## config.mk

```make
export PLATFORM = sky130hd
export DESIGN_NAME = stage_memory
export DESIGN_NICKNAME = d
export VERILOG_FILES = /design/src/rtl/stage_memory_pkg.sv /design/src/rtl/stage_memory_lsu_align.sv /design/src/rtl/stage_memory.sv
export SDC_FILE = /design/constraint.sdc
export NUM_CORES = 1
export LEC_CHECK = 0
export CORE_MARGIN = 2
export CORE_UTILIZATION = 50
export CTS_BUF_LIST = sky130_fd_sc_hd__clkbuf_8
export CTS_CLUSTER_DIAMETER = 150
export DETAILED_ROUTE_END_ITERATION = 10
export GPL_TIMING_DRIVEN = 0
export PLACE_DENSITY = 0.95
export SYNTH_ARGS = -nofsm -noshare
export SYNTH_HDL_FRONTEND = slang
export SYNTH_SLANG_ARGS = --single-unit
```

## constraint.sdc

```tcl
create_clock -name clk -period 3.1 [get_ports clk]
set_input_delay 0.465 -clock clk [delete_from_list [all_inputs] [get_ports clk]]
set_output_delay 0.465 -clock clk [all_outputs]
set_load 0.005 [all_outputs]
```

## src/rtl/stage_memory_pkg.sv

```systemverilog
// Shared encodings for the memory stage: opcodes, load/store funct3 values and FSM states.
// Pure definitions; no latency or backpressure of its own.
package stage_memory_pkg;

    localparam logic [6:0] OPC_LUI    = 7'b0110111;
    localparam logic [6:0] OPC_AUIPC  = 7'b0010111;
    localparam logic [6:0] OPC_JAL    = 7'b1101111;
    localparam logic [6:0] OPC_JALR   = 7'b1100111;
    localparam logic [6:0] OPC_BRANCH = 7'b1100011;
    localparam logic [6:0] OPC_LOAD   = 7'b0000011;
    localparam logic [6:0] OPC_STORE  = 7'b0100011;
    localparam logic [6:0] OPC_OP_IMM = 7'b0010011;
    localparam logic [6:0] OPC_OP     = 7'b0110011;
    localparam logic [6:0] OPC_ECALL  = 7'b1110011;

    localparam logic [2:0] F3_B  = 3'b000;
    localparam logic [2:0] F3_H  = 3'b001;
    localparam logic [2:0] F3_W  = 3'b010;
    localparam logic [2:0] F3_BU = 3'b100;
    localparam logic [2:0] F3_HU = 3'b101;

    typedef enum logic [1:0] {
        ST_IDLE = 2'd0,
        ST_MEM  = 2'd1,
        ST_FULL = 2'd2
    } state_t;

    function automatic logic is_link(input logic [6:0] op);
        return (op == OPC_JAL) || (op == OPC_JALR);
    endfunction

endpackage

```

## src/rtl/stage_memory_lsu_align.sv

```systemverilog
// Byte-lane logic for the memory stage: store lane placement/strobes, load extraction, access legality.
// Purely combinational (0 cycles); no handshake of its own.
module lsu_align
    import stage_memory_pkg::*;
(
    input  logic        i_is_load,
    input  logic        i_is_store,
    input  logic [2:0]  i_funct3,
    input  logic [1:0]  i_off,
    input  logic [31:0] i_rs2,
    input  logic [2:0]  i_ld_funct3,
    input  logic [1:0]  i_ld_off,
    input  logic [31:0] i_rdata,
    output logic [31:0] o_wdata,
    output logic [3:0]  o_wstrb,
    output logic [31:0] o_ld_data,
    output logic        o_bad
);

    logic       w_ld_ok;
    logic       w_st_ok;
    logic       w_misalign;
    logic [7:0] w_byte;
    logic [15:0] w_half;

    always_comb begin
        o_wdata = '0;
        o_wstrb = '0;
        case (i_funct3)
            F3_B: begin
                o_wdata = {4{i_rs2[7:0]}};
                o_wstrb = 4'b0001 << i_off;
            end
            F3_H: begin
                o_wdata = {2{i_rs2[15:0]}};
                o_wstrb = 4'b0011 << i_off;
            end
            F3_W: begin
                o_wdata = i_rs2;
                o_wstrb = 4'b1111;
            end
            default: ;
        endcase
    end

    assign w_ld_ok    = (i_funct3 == F3_B) || (i_funct3 == F3_H) || (i_funct3 == F3_W) ||
                        (i_funct3 == F3_BU) || (i_funct3 == F3_HU);
    assign w_st_ok    = (i_funct3 == F3_B) || (i_funct3 == F3_H) || (i_funct3 == F3_W);
    // funct3[1:0] encodes the access size for every legal load/store
    assign w_misalign = ((i_funct3[1:0] == 2'b01) && i_off[0]) ||
                        ((i_funct3[1:0] == 2'b10) && (i_off != 2'b00));
    assign o_bad      = (i_is_load  && (!w_ld_ok || w_misalign)) ||
                        (i_is_store && (!w_st_ok || w_misalign));

    always_comb begin
        w_byte = i_rdata[7:0];
        case (i_ld_off)
            2'd0: w_byte = i_rdata[7:0];
            2'd1: w_byte = i_rdata[15:8];
            2'd2: w_byte = i_rdata[23:16];
            2'd3: w_byte = i_rdata[31:24];
            default: ;
        endcase
    end

    assign w_half = i_ld_off[1] ? i_rdata[31:16] : i_rdata[15:0];

    always_comb begin
        o_ld_data = '0;
        case (i_ld_funct3)
            F3_B:    o_ld_data = {{24{w_byte[7]}}, w_byte};
            F3_H:    o_ld_data = {{16{w_half[15]}}, w_half};
            F3_W:    o_ld_data = i_rdata;
            F3_BU:   o_ld_data = {24'b0, w_byte};
            F3_HU:   o_ld_data = {16'b0, w_half};
            default: ;
        endcase
    end

endmodule

```

## src/rtl/stage_memory.sv

```systemverilog
// Memory-access stage: one dmem req/ack access per load/store, registered write-back record out.
// Latency 1 cycle (non-memory) or 2+ cycles (memory); holds in_ready low while an access is outstanding.
module stage_memory
    import stage_memory_pkg::*;
#(
    parameter int XLEN = 32
) (
    input  logic            clk,
    input  logic            rst_n,
    input  logic            in_valid,
    output logic            in_ready,
    input  logic [XLEN-1:0] pc,
    input  logic [6:0]      opcode,
    input  logic [2:0]      funct3,
    input  logic [XLEN-1:0] alu_res,
    input  logic [XLEN-1:0] rs2,
    input  logic [4:0]      addr_rd,
    input  logic            reg_write_back,
    output logic            dmem_req,
    output logic            dmem_we,
    output logic [XLEN-1:0] dmem_addr,
    output logic [XLEN-1:0] dmem_wdata,
    output logic [3:0]      dmem_wstrb,
    input  logic            dmem_ack,
    input  logic [XLEN-1:0] dmem_rdata,
    output logic            out_valid,
    input  logic            out_ready,
    output logic            wb_we,
    output logic [4:0]      wb_rd,
    output logic [XLEN-1:0] wb_data,
    output logic            fault
);

    state_t          r_state;
    state_t          w_state_nxt;
    logic            r_dmem_req;
    logic            r_dmem_we;
    logic [XLEN-1:0] r_dmem_addr;
    logic [XLEN-1:0] r_dmem_wdata;
    logic [3:0]      r_dmem_wstrb;
    logic [2:0]      r_ld_funct3;
    logic [1:0]      r_ld_off;
    logic [4:0]      r_rd;
    logic            r_rwb;
    logic            r_wb_we;
    logic [4:0]      r_wb_rd;
    logic [XLEN-1:0] r_wb_data;
    logic            r_fault;

    logic            w_is_load;
    logic            w_is_store;
    logic            w_is_mem;
    logic            w_bad;
    logic            w_accept;
    logic            w_mem_go;
    logic            w_ack;
    logic [XLEN-1:0] w_wdata;
    logic [3:0]      w_wstrb;
    logic [XLEN-1:0] w_ld_data;

    assign w_is_load  = (opcode == OPC_LOAD);
    assign w_is_store = (opcode == OPC_STORE);
    assign w_is_mem   = w_is_load || w_is_store;
    assign in_ready   = (r_state == ST_IDLE) || ((r_state == ST_FULL) && out_ready);
    assign w_accept   = in_valid && in_ready;
    assign w_mem_go   = w_is_mem && !w_bad;
    assign w_ack      = (r_state == ST_MEM) && dmem_ack;

    lsu_align u_lsu_align (
        .i_is_load   (w_is_load),
        .i_is_store  (w_is_store),
        .i_funct3    (funct3),
        .i_off       (alu_res[1:0]),
        .i_rs2       (rs2),
        .i_ld_funct3 (r_ld_funct3),
        .i_ld_off    (r_ld_off),
        .i_rdata     (dmem_rdata),
        .o_wdata     (w_wdata),
        .o_wstrb     (w_wstrb),
        .o_ld_data   (w_ld_data),
        .o_bad       (w_bad)
    );

    always_ff @(posedge clk or negedge rst_n) begin
        if (!rst_n) begin
            r_state <= ST_IDLE;
        end else begin
            r_state <= w_state_nxt;
        end
    end

    always_comb begin
        w_state_nxt = r_state;
        if (w_accept) begin
            w_state_nxt = w_mem_go ? ST_MEM : ST_FULL;
        end else begin
            case (r_state)
                ST_MEM:  if (dmem_ack)  w_state_nxt = ST_FULL;
                ST_FULL: if (out_ready) w_state_nxt = ST_IDLE;
                default: ;
            endcase
        end
    end

    always_ff @(posedge clk or negedge rst_n) begin
        if (!rst_n) begin
            r_dmem_req   <= 1'b0;
            r_dmem_we    <= 1'b0;
            r_dmem_addr  <= '0;
            r_dmem_wdata <= '0;
            r_dmem_wstrb <= '0;
            r_ld_funct3  <= '0;
            r_ld_off     <= '0;
            r_rd         <= '0;
            r_rwb        <= 1'b0;
            r_wb_we      <= 1'b0;
            r_wb_rd      <= '0;
            r_wb_data    <= '0;
            r_fault      <= 1'b0;
        end else if (w_accept && w_mem_go) begin
            r_dmem_req   <= 1'b1;
            r_dmem_we    <= w_is_store;
            r_dmem_addr  <= {alu_res[XLEN-1:2], 2'b00};
            r_dmem_wdata <= w_is_store ? w_wdata : '0;
            r_dmem_wstrb <= w_is_store ? w_wstrb : 4'b0000;
            r_ld_funct3  <= funct3;
            r_ld_off     <= alu_res[1:0];
            r_rd         <= addr_rd;
            r_rwb        <= reg_write_back;
        end else if (w_accept) begin
            // Non-memory record, or a load/store rejected as illegal/misaligned
            r_wb_we   <= w_is_mem ? 1'b0 : reg_write_back;
            r_wb_rd   <= addr_rd;
            r_wb_data <= w_is_mem ? '0 : (is_link(opcode) ? pc + XLEN'(4) : alu_res);
            r_fault   <= w_is_mem;
        end else if (w_ack) begin
            r_dmem_req <= 1'b0;
            r_wb_we    <= r_dmem_we ? 1'b0 : r_rwb;
            r_wb_rd    <= r_rd;
            r_wb_data  <= r_dmem_we ? '0 : w_ld_data;
            r_fault    <= 1'b0;
        end
    end

    assign dmem_req   = r_dmem_req;
    assign dmem_we    = r_dmem_we;
    assign dmem_addr  = r_dmem_addr;
    assign dmem_wdata = r_dmem_wdata;
    assign dmem_wstrb = r_dmem_wstrb;
    assign out_valid  = (r_state == ST_FULL);
    assign wb_we      = r_wb_we;
    assign wb_rd      = r_wb_rd;
    assign wb_data    = r_wb_data;
    assign fault      = r_fault;

endmodule

```

-- After elaboration in Yosys (flattened, before gate mapping)
Cells that the tools add are included.
- register bits after elaboration: 120
- output and inout port bits: 111
- $add $sub $neg: 1
- equal/unequal tests: 22
- shifts and indexed selects: 2
- mux-type cells: 27
- bitwise gates (word level): 1
- reduce and logical (&&, ||, !) cells: 34
- operators with widths (kind ; count):
    32-bit 2-to-1 mux ; 6
    32-bit one-hot mux with 5 select lines ; 1
    32-bit one-hot mux with 3 select lines ; 1
    32-bit by 3-bit adder with 32-bit output, second input constant ; 1
    8-bit one-hot mux with 4 select lines ; 1
    16-bit 2-to-1 mux ; 1
    7-bit equality test, second input constant ; 2
    3-bit equality test, second input constant ; 4
    4-bit one-hot mux with 3 select lines ; 1
    1-bit logical OR ; 11
    5-bit 2-to-1 mux ; 2
    1-bit logical AND ; 9
    2-bit equality test, second input constant ; 4
    1-bit 2-to-1 mux ; 8
    2-bit 2-to-1 mux ; 4
    7-bit by 2-bit equality test with 1-bit output, second input constant ; 1
    7-bit by 6-bit equality test with 1-bit output, second input constant ; 1
    2-bit by 1-bit equality test with 1-bit output, second input constant ; 3
    3-bit by 1-bit equality test with 1-bit output, second input constant ; 2
    3-bit by 2-bit equality test with 1-bit output, second input constant ; 2
    3-bit logical NOT ; 2
    2-bit nonzero test ; 3
    2-bit logical NOT ; 2
    4-bit 2-to-1 mux ; 1
    other kinds (11) ; 14

-- Longest topological paths before layout
Gate-level depths: netlist of the first run.
- depth in word-level cells: 14
- depth in mapped cells: 9
- mapped depth without buffers: 6

-- By module
From an unflattened synthesis of the first run, not the netlist that was laid out.
- cells, all modules: 825
- area, all modules: 7131.8 sq um
- by module, submodules not included (module ; instances ; cells each ; area an instance (sq um)):
    stage_memory ; 1 ; 570 ; 5647.9
    lsu_align ; 1 ; 255 ; 1483.9

-- Worst setup path before layout of the first run
No wires, ideal clock.
- kind: input port to flip-flop
- start point: input port funct3[0]
- end point: register r_dmem_wdata[14], in the netlist dmem_wdata[14]
- setup time: 0.117 ns
- arrival time: 2.052 ns
- path slack: 0.931 ns
- stages on the path: 9
- path buffers: 4
- cells stage by stage: clkbuf_1 -> a221oi_1 -> nor2_1 -> or3_1 -> clkbuf_1 -> buf_4 -> buf_2 -> nand2_1 -> nand2_1
- longest elaborated chain between the ends: 12
- ends and longest elaborated chain (item ; RTL line ; text):
    start, declared ; stage_memory.sv:14 ; input logic [2:0] funct3,
    3-bit by 1-bit equality test with 1-bit output or 3-bit logical NOT (tied branches) ; stage_memory_lsu_align.sv:29, stage_memory_lsu_align.sv:46, stage_memory_lsu_align.sv:48 ;
    1-bit logical OR (2 in a row) ; stage_memory_lsu_align.sv:46, stage_memory_lsu_align.sv:48 ;
    1-bit logical OR ; stage_memory_lsu_align.sv:46 ; assign w_ld_ok = (i_funct3 == F3_B) || (i_funct3 == F3_H) || (i_funct3 == F3_W) ||
    1-bit logical OR ; stage_memory_lsu_align.sv:47 ; (i_funct3 == F3_BU) || (i_funct3 == F3_HU);
    1-bit logical NOT ; stage_memory_lsu_align.sv:52 ; assign o_bad = (i_is_load && (!w_ld_ok || w_misalign)) ||
    1-bit logical OR ; stage_memory_lsu_align.sv:52 ;
    1-bit logical AND ; stage_memory_lsu_align.sv:52 ;
    1-bit logical OR ; stage_memory_lsu_align.sv:52 ;
    1-bit logical NOT ; stage_memory.sv:66 ; assign w_mem_go = w_is_mem && !w_bad;
    1-bit logical AND ; stage_memory.sv:66 ;
    1-bit logical AND ; stage_memory.sv:120 ; end else if (w_accept && w_mem_go) begin
    end signal, assigned ; stage_memory.sv:124 ; r_dmem_wdata <= w_is_store ? w_wdata : '0;
    end, declared ; stage_memory.sv:39 ; logic [XLEN-1:0] r_dmem_wdata;
Several ways; a longest one is shown, not always the timed one.
A chain may end at the register's enable or synchronous reset.

-- Worst setup path in the final report of the first run
- start point: input port alu_res[0]
- end point: register r_dmem_wstrb[1], in the netlist dmem_wstrb[1]
- longest elaborated chain between the ends: 9
- ends and longest elaborated chain (item ; RTL line ; text):
    start, declared ; stage_memory.sv:15 ; input logic [XLEN-1:0] alu_res,
    2-bit nonzero test ; stage_memory_lsu_align.sv:51 ; ((i_funct3[1:0] == 2'b10) && (i_off != 2'b00));
    1-bit logical AND ; stage_memory_lsu_align.sv:51 ;
    1-bit logical OR ; stage_memory_lsu_align.sv:50 ; assign w_misalign = ((i_funct3[1:0] == 2'b01) && i_off[0]) ||
    1-bit logical OR (on tied branches) ; stage_memory_lsu_align.sv:52, stage_memory_lsu_align.sv:53 ;
    1-bit logical AND (on tied branches) ; stage_memory_lsu_align.sv:52, stage_memory_lsu_align.sv:53 ;
    1-bit logical OR ; stage_memory_lsu_align.sv:52 ;
    1-bit logical NOT ; stage_memory.sv:66 ;
    1-bit logical AND ; stage_memory.sv:66 ;
    1-bit logical AND ; stage_memory.sv:120 ;
    end signal, assigned ; stage_memory.sv:125 ; r_dmem_wstrb <= w_is_store ? w_wstrb : 4'b0000;
    end, declared ; stage_memory.sv:40 ; logic [3:0] r_dmem_wstrb;
Several ways; a longest one is shown, not always the timed one.

==> results of run 1 <==
-- flip-flops by register name, summed over array words and instances, names as in the netlist --
signal,cells
dmem_wdata,32
wb_data,32
dmem_addr,30
r_rd,5
wb_rd,5
dmem_wstrb,4
r_ld_funct3,3
r_ld_off,2
r_state,2
dmem_req,1
dmem_we,1
fault,1
r_rwb,1
wb_we,1
-- routing by layer --
layer,wire length (microns),track usage [%],share of wire (%)
met5,0,0,0
met1,10150,43.07,38
met4,1681,23.42,6.2
met2,12210,57.19,45
met3,2898,10.13,11
-- worst min path at each step --
| stage | endpoint | slack (ns) |
|---|---|---|
| 6_report | dmem_wdata[24]$_DFFE_PN0P_ | 0.47 |
| 5_1_grt | dmem_wdata[24]$_DFFE_PN0P_ | 0.49 |
| 4_1_cts | dmem_wdata[24]$_DFFE_PN0P_ | 0.47 |
| 3_5_place_dp | dmem_addr[5]$_DFFE_PN0P_ | 0.40 |
| 3_3_place_gp | dmem_wdata[27]$_DFFE_PN0P_ | 0.45 |
| 2_1_floorplan | dmem_addr[10]$_DFFE_PN0P_ | 0.17 |
-- cell usage in the layout, fill, tap and decap left out, drive strengths merged, types with 12 or more instances in the layout --
| cell | count |
|---|---|
| a211o | 12 |
| a21o | 18 |
| a21oi | 15 |
| buf | 26 |
| clkbuf | 63 |
| clkdlybuf4s50 | 255 |
| dfrtp | 120 |
| inv | 12 |
| mux2i | 38 |
| nand2 | 255 |
| nand2b | 14 |
| nand3 | 40 |
| nor2 | 47 |
| nor2b | 14 |
| nor3 | 14 |
| o211ai | 12 |
| o21ai | 38 |
-- metrics by stage --
step,hold WS (ns),utilization [%],TNS (ns)
6_report,0.4699,74.83,0
3_3_place_gp,0.4488,71.08,-385.61
2_1_floorplan,0.1694,-,0
3_5_place_dp,0.3954,71.29,-3.502
5_1_grt,0.4856,74.83,0
4_1_cts,0.4707,74.83,0
-- kinds of logic (layout without fill, tap and decap cells) --
logic type,count (synthesis),after routing,share of synthesized area (%)
and+or+nand+nor,422,422,26.26
AOI/OAI and AO/OA,176,176,18.05
DFF,120,120,42.67
buffers and inverters,75,365,4.836
muxes,42,42,6.205
xor gates and xnor gates,14,14,1.743
adders and majority gates,1,1,0.1778
other,1,2,0.05329
-- power groups by stage --
stage | Clock (W) | Sequential (W) | Combinational [W]
finish | 0.00173 | 0.00174 | 0.000961
CTS | 0.00174 | 0.00174 | 0.000950
global placement | 0 | 0.00177 | 0.000919
floorplan | 0 | 0.00177 | 0.000343
global route | 0.00182 | 0.00175 | 0.00103
detailed placement | 0 | 0.00177 | 0.000941
-- worst min-delay path: stages (launching register included) --
cell,delay (ns)
dfrtp_1,0.35
nand2_1,0.05
nand2_1,0.05
-- area by class of cell --
type | count | area [sq um] | area share (%)
Clock buffer | 20 | 275.3 | 2.660
Sequential cell | 120 | 3003 | 29.02
Multi-Input combinational cell | 657 | 3697 | 35.73
Clock inverter | 12 | 205.2 | 1.983
Timing Repair Buffer | 258 | 2601 | 25.14
Tap cell | 180 | 225.2 | 2.177
Inverter | 8 | 30.03 | 0.2902
Buffer | 67 | 310.3 | 2.999
==> results.yml, run 1 <==
outcome:
  outcome: "finished, final reports clean"
clock_tree:
  post_cts_resized: 0
  clockBufferDepth: 2
  ctsHoldBuffers: 1
  tritoncts: "yes"
  clk_pin_slew_ns: 0.07
  clk_latency_ns: 0.45
  htreeDepth: 4
  numCtsBuffers: 17
  cts_root_buf: "clkbuf_8"
  cts.sinks: 120
  postCtsSetupBuffers: 0
power:
  vdd_ir_drop_max_v: 0.0002416
  p_switching_w: 0.001153
  leakagePower_nw: 4.537
  clkPwrFrac_pct: 39.1
  p_comb_share_pct: 21.7
  p_per_area_nw_per_um2: 428.6
  power.internal_w: 0.003282
  swShare_pct: 26.00
  seqPwrFrac_pct: 39.3
  finalPower_w: 0.004435
route:
  num_vias: 7950
  drc: 0
  avgViaCountPerCell: 6.014
  drtIter0Drc: 804
  wl_microns: 26930
  drt_pass1_iterations: 6
  ant_nets: 0
  wl_per_cell_microns: 20.37
setup_path:
  crit_path_cell_trace: "clkdlybuf4s50_1 > nor4_1 > nor2_1 > or3_1 > clkbuf_1 > clkbuf_1 > nand2_1 > nand2_1"
  endpoint: "dmem_wstrb[1]$_DFFE_PN0P_"
  path_depth: 8
  cp.required_ns: 3.43
  endpoint_kind: "flip-flop"
  startpoint_type: "primary input"
  cp_slowest_cell: "nor4_1"
  r2r_setup_slack_ns: 0.43
  worstPathMaxFanout: 10
  reg2regPathDepth: 7
  worst_path_largest_cell_delay_ns: 0.64
  r2r_end: "wb_data[28]$_DFFE_PN0P_"
  crit_type: "primary input to flip-flop"
  r2r-start: "r_state[1]$_DFFE_PN0P_"
  arrival_ns: 3.15
  startpoint: "alu_res[0]"
  cp_top_family: "simple AND/OR/NAND/NOR gates"
  crit_buf_inv: 3
timing:
  setup_violations: 0
  maxSlewViolCount: 0
  fmax_mhz: 354.0
  fin_skew_ns: 0.007265
  post-route-period-util_pct: 91.13
  hold_viol_final: 0
  post-route-min-period_ns: 2.825
  slew_headroom_pct: 16.47
  rsz0062_at_grt: "false"
  worstMarginPinSlew_ns: 1.235
  layout_setup_ws_ns: 0.2750
yosys:
  ys_ff_latch: 120
  ys_top_cells_by_count: "255 x nand2_1, 120 x dfrtp_1, 47 x nor2_1"
  ys_async_sr_fraction_pct: 100.0
  synth_edf_count: 0
  ys_types: 60
  yosysSeqAreaShare_pct: 42.67
  yosysWarnings: 0
  syn_area_sq_um: 7037
  synth.most_common_cell: "nand2_1"
  synth_top_area_share_pct: 42.67
  synthTopCellsByArea: "dfrtp_1 43%, nand2_1 14%, mux2i_1 5.4%, nand3_1 2.8%, o21ai_0 2.7%"
  synth_area_leader_cell: "dfrtp_1"
  syn-instance-count: 851
  syn_avg_cell_area_sq_um: 8.269
  synth-main-ff-cell: "dfrtp_1"
hold_path:
  hold_depth: 2
  hp-start: "dmem_wdata[24]$_DFFE_PN0P_"
  hold_path_class: "flip-flop to flip-flop"
floorplanning:
  die_w_microns: 122.6
  pin_count: 260
  fp.dieH_microns: 122.6
  start_util_pct: 50.89
  rows: 43
  core_sq_um: 13830
  die_area_sq_um: 15040
layout:
  layout-drive-gt1-share_pct: 5.342
  syn2layout_area_growth_pct: 47.05
  fillCellCount: 1010
  fin_area_sq_um: 10350
  antennaDiodeCount: 0
  fin_cells: 1322
  nNetsFinal: 1279
global_route:
  gr-usage-all-layers_pct: 36.10
  antenna_found_initial: 0
  grt_pass1_wl_microns: 40430
  grt_overflow_total: 0
  grt_pass1_vias: 7572
  grt_max_degree: 84
placed_design:
  preCtsSetupSlack_ns: -0.09882
  portBuffers: 256
  dpl_cell_area_sq_um: 9857
  gp_congestion: 0.9937
  dp_cells: 1289
  hpwlAfterDp_microns: 20310
run:
  maxCapViolations: 0
No activity file was read; power rests on OpenSTA's default activity.
==> run 2: changes to the inputs <==
--- a/config.mk
+++ b/config.mk
@@ -10,8 +10,8 @@
 export CTS_BUF_LIST = sky130_fd_sc_hd__clkbuf_8
 export CTS_CLUSTER_DIAMETER = 150
 export DETAILED_ROUTE_END_ITERATION = 10
-export GPL_TIMING_DRIVEN = 0
 export PLACE_DENSITY = 0.95
+export SKIP_CTS_REPAIR_TIMING = 1
 export SYNTH_ARGS = -nofsm -noshare
 export SYNTH_HDL_FRONTEND = slang
 export SYNTH_SLANG_ARGS = --single-unit
==> run 2 against run 1 <==
Effect of this change:
- non-clock buffer count is 34 lower
- sequential power hardly changed
- critical endpoint is now wb_data[8]$_DFFE_PN0P_
- via count is 3.7% lower
- fmax is 6.7% higher
- wire length is 5.6% lower
==> results.yml, run 2 (synthesis results as in run 1) <==
outcome:
  outcome: "finished, final reports clean"
setup_path:
  r2r-start: "r_ld_off[1]$_DFFE_PN0P_"
  crit_buf_inv: 0
  worstPathMaxFanout: 13
  arrival_ns: 3.01
  cp_slowest_cell: "nor4b_1"
  crit_type: "flip-flop to flip-flop"
  r2r_setup_slack_ns: 0.45
  cp_top_family: "simple AND/OR/NAND/NOR gates"
  r2r_end: "wb_data[8]$_DFFE_PN0P_"
  reg2regPathDepth: 4
  crit_path_cell_trace: "mux4_2 > nor4b_1 > o21ai_0 > a31oi_1"
  cp.required_ns: 3.47
  endpoint_kind: "flip-flop"
  startpoint_type: "flip-flop"
  worst_path_largest_cell_delay_ns: 0.90
route:
  wl_per_cell_microns: 19.76
  drtIter0Drc: 720
  drt_pass1_iterations: 7
  ant_nets: 0
  avgViaCountPerCell: 5.947
  drc: 0
  num_vias: 7654
  wl_microns: 25430
global_route:
  antenna_found_initial: 0
  grt_overflow_total: 0
  gr-usage-all-layers_pct: 34.44
  grt_max_degree: 60
  grt_pass1_vias: 7466
  grt_pass1_wl_microns: 39270
run:
  maxCapViolations: 0
floorplanning:
  die_w_microns: 122.6
  core_sq_um: 13830
  rows: 43
  pin_count: 260
  fp.dieH_microns: 122.6
  die_area_sq_um: 15040
  start_util_pct: 50.89
placed_design:
  gp_congestion: 0.9726
  dp_cells: 1256
  hpwlAfterDp_microns: 18790
  portBuffers: 257
  dpl_cell_area_sq_um: 9837
  preCtsSetupSlack_ns: 0.1549
timing:
  rsz0062_at_grt: "false"
  slew_headroom_pct: 23.80
  post-route-min-period_ns: 2.648
  layout_setup_ws_ns: 0.4521
  fin_skew_ns: 0.01122
  fmax_mhz: 377.7
  worstMarginPinSlew_ns: 1.127
  hold_viol_final: 0
  post-route-period-util_pct: 85.42
  setup_violations: 0
  maxSlewViolCount: 0
  tns_ns: 0
clock_tree:
  htreeDepth: 4
  cts.sinks: 120
  clk_pin_slew_ns: 0.07
  numCtsBuffers: 17
  clk_latency_ns: 0.45
  tritoncts: "yes"
  clockBufferDepth: 2
  cts_root_buf: "clkbuf_8"
hold_path:
  hold_path_class: "primary input to asynchronous set/reset pin"
layout:
  fin_area_sq_um: 10210
  final_cell_mix: "256 x clkdlybuf4s50_1, 255 x nand2_1, 120 x dfrtp_1, 47 x nor2_1, 39 x nand3_1"
  layout-drive-gt1-share_pct: 6.865
  fin_cells: 1287
  antennaDiodeCount: 0
  layout_commonest_cell: "clkdlybuf4s50_1"
  syn2layout_area_growth_pct: 45.09
  nNetsFinal: 1245
power:
  vdd_ir_drop_max_v: 0.0001950
  leakagePower_nw: 4.512
  p_per_area_nw_per_um2: 398.6
[run 2: cell types whose count changed in the layout (fill, tap and decap cells not counted), moves of 3 or more]
cell / delta
buf_12: +3
buf_2: -11
buf_4: +22
bufinv_16: -4
clkbuf_1: -43
clkinv_2: +3
[run 2: report_power, final]
| group | leakage, nW | internal [W] | switching, W | total (W) |
|---|---|---|---|---|
| Combinational | 2.71 | 0.000522 | 0.000417 | 0.000939 |
| Clock | 0.201 | 0.000735 | 0.000646 | 0.00138 |
| Sequential | 1.60 | 0.00167 | 0.0000773 | 0.00175 |
| Total | 4.51 | 0.00293 | 0.00114 | 0.00407 |
[run 2: worst max path at each step]
stage / startpoint / endpoint / slack [ns] / cells after the start
floorplan: funct3[0] / dmem_wdata[14]$_DFFE_PN0P_ / 0.93 / 9
global placement: funct3[0] / dmem_wdata[17]$_DFFE_PN0P_ / 0.27 / 6
detailed placement: funct3[0] / dmem_wdata[22]$_DFFE_PN0P_ / 0.15 / 6
CTS: r_ld_off[1]$_DFFE_PN0P_ / wb_data[9]$_DFFE_PN0P_ / 0.51 / 4
global route: r_ld_off[1]$_DFFE_PN0P_ / wb_data[9]$_DFFE_PN0P_ / 0.31 / 4
finish: r_ld_off[1]$_DFFE_PN0P_ / wb_data[8]$_DFFE_PN0P_ / 0.45 / 4
[run 2: metal layers]
metal,global-route usage [%],up-vias,share of wire [%]
met1,42.12,3612,37
met3,9.015,93,11
met4,18.10,0,4.7
li1,-,3464,-
met2,55.90,485,47
met5,0,-,0
[run 2: area by class of cell]
class | count | area (sq um)
Fill cell | 1013 | 3617
Sequential cell | 120 | 3003
Clock buffer | 19 | 261.5
Multi-Input combinational cell | 657 | 3716
Inverter | 8 | 30.03
Timing Repair Buffer | 291 | 2863
Tap cell | 180 | 225.2
Clock inverter | 12 | 111.4
[run 2: stage by stage]
stage	hold WS (ns)	total power, W	utilization [%]
floorplan	0.1694	0.002109	-
global placement	0.4496	0.002683	71.14
detailed placement	0.4561	0.002705	71.14
CTS	0.02476	0.004074	73.84
global route	0.04690	0.004238	73.84
finish	0.03099	0.004070	73.84
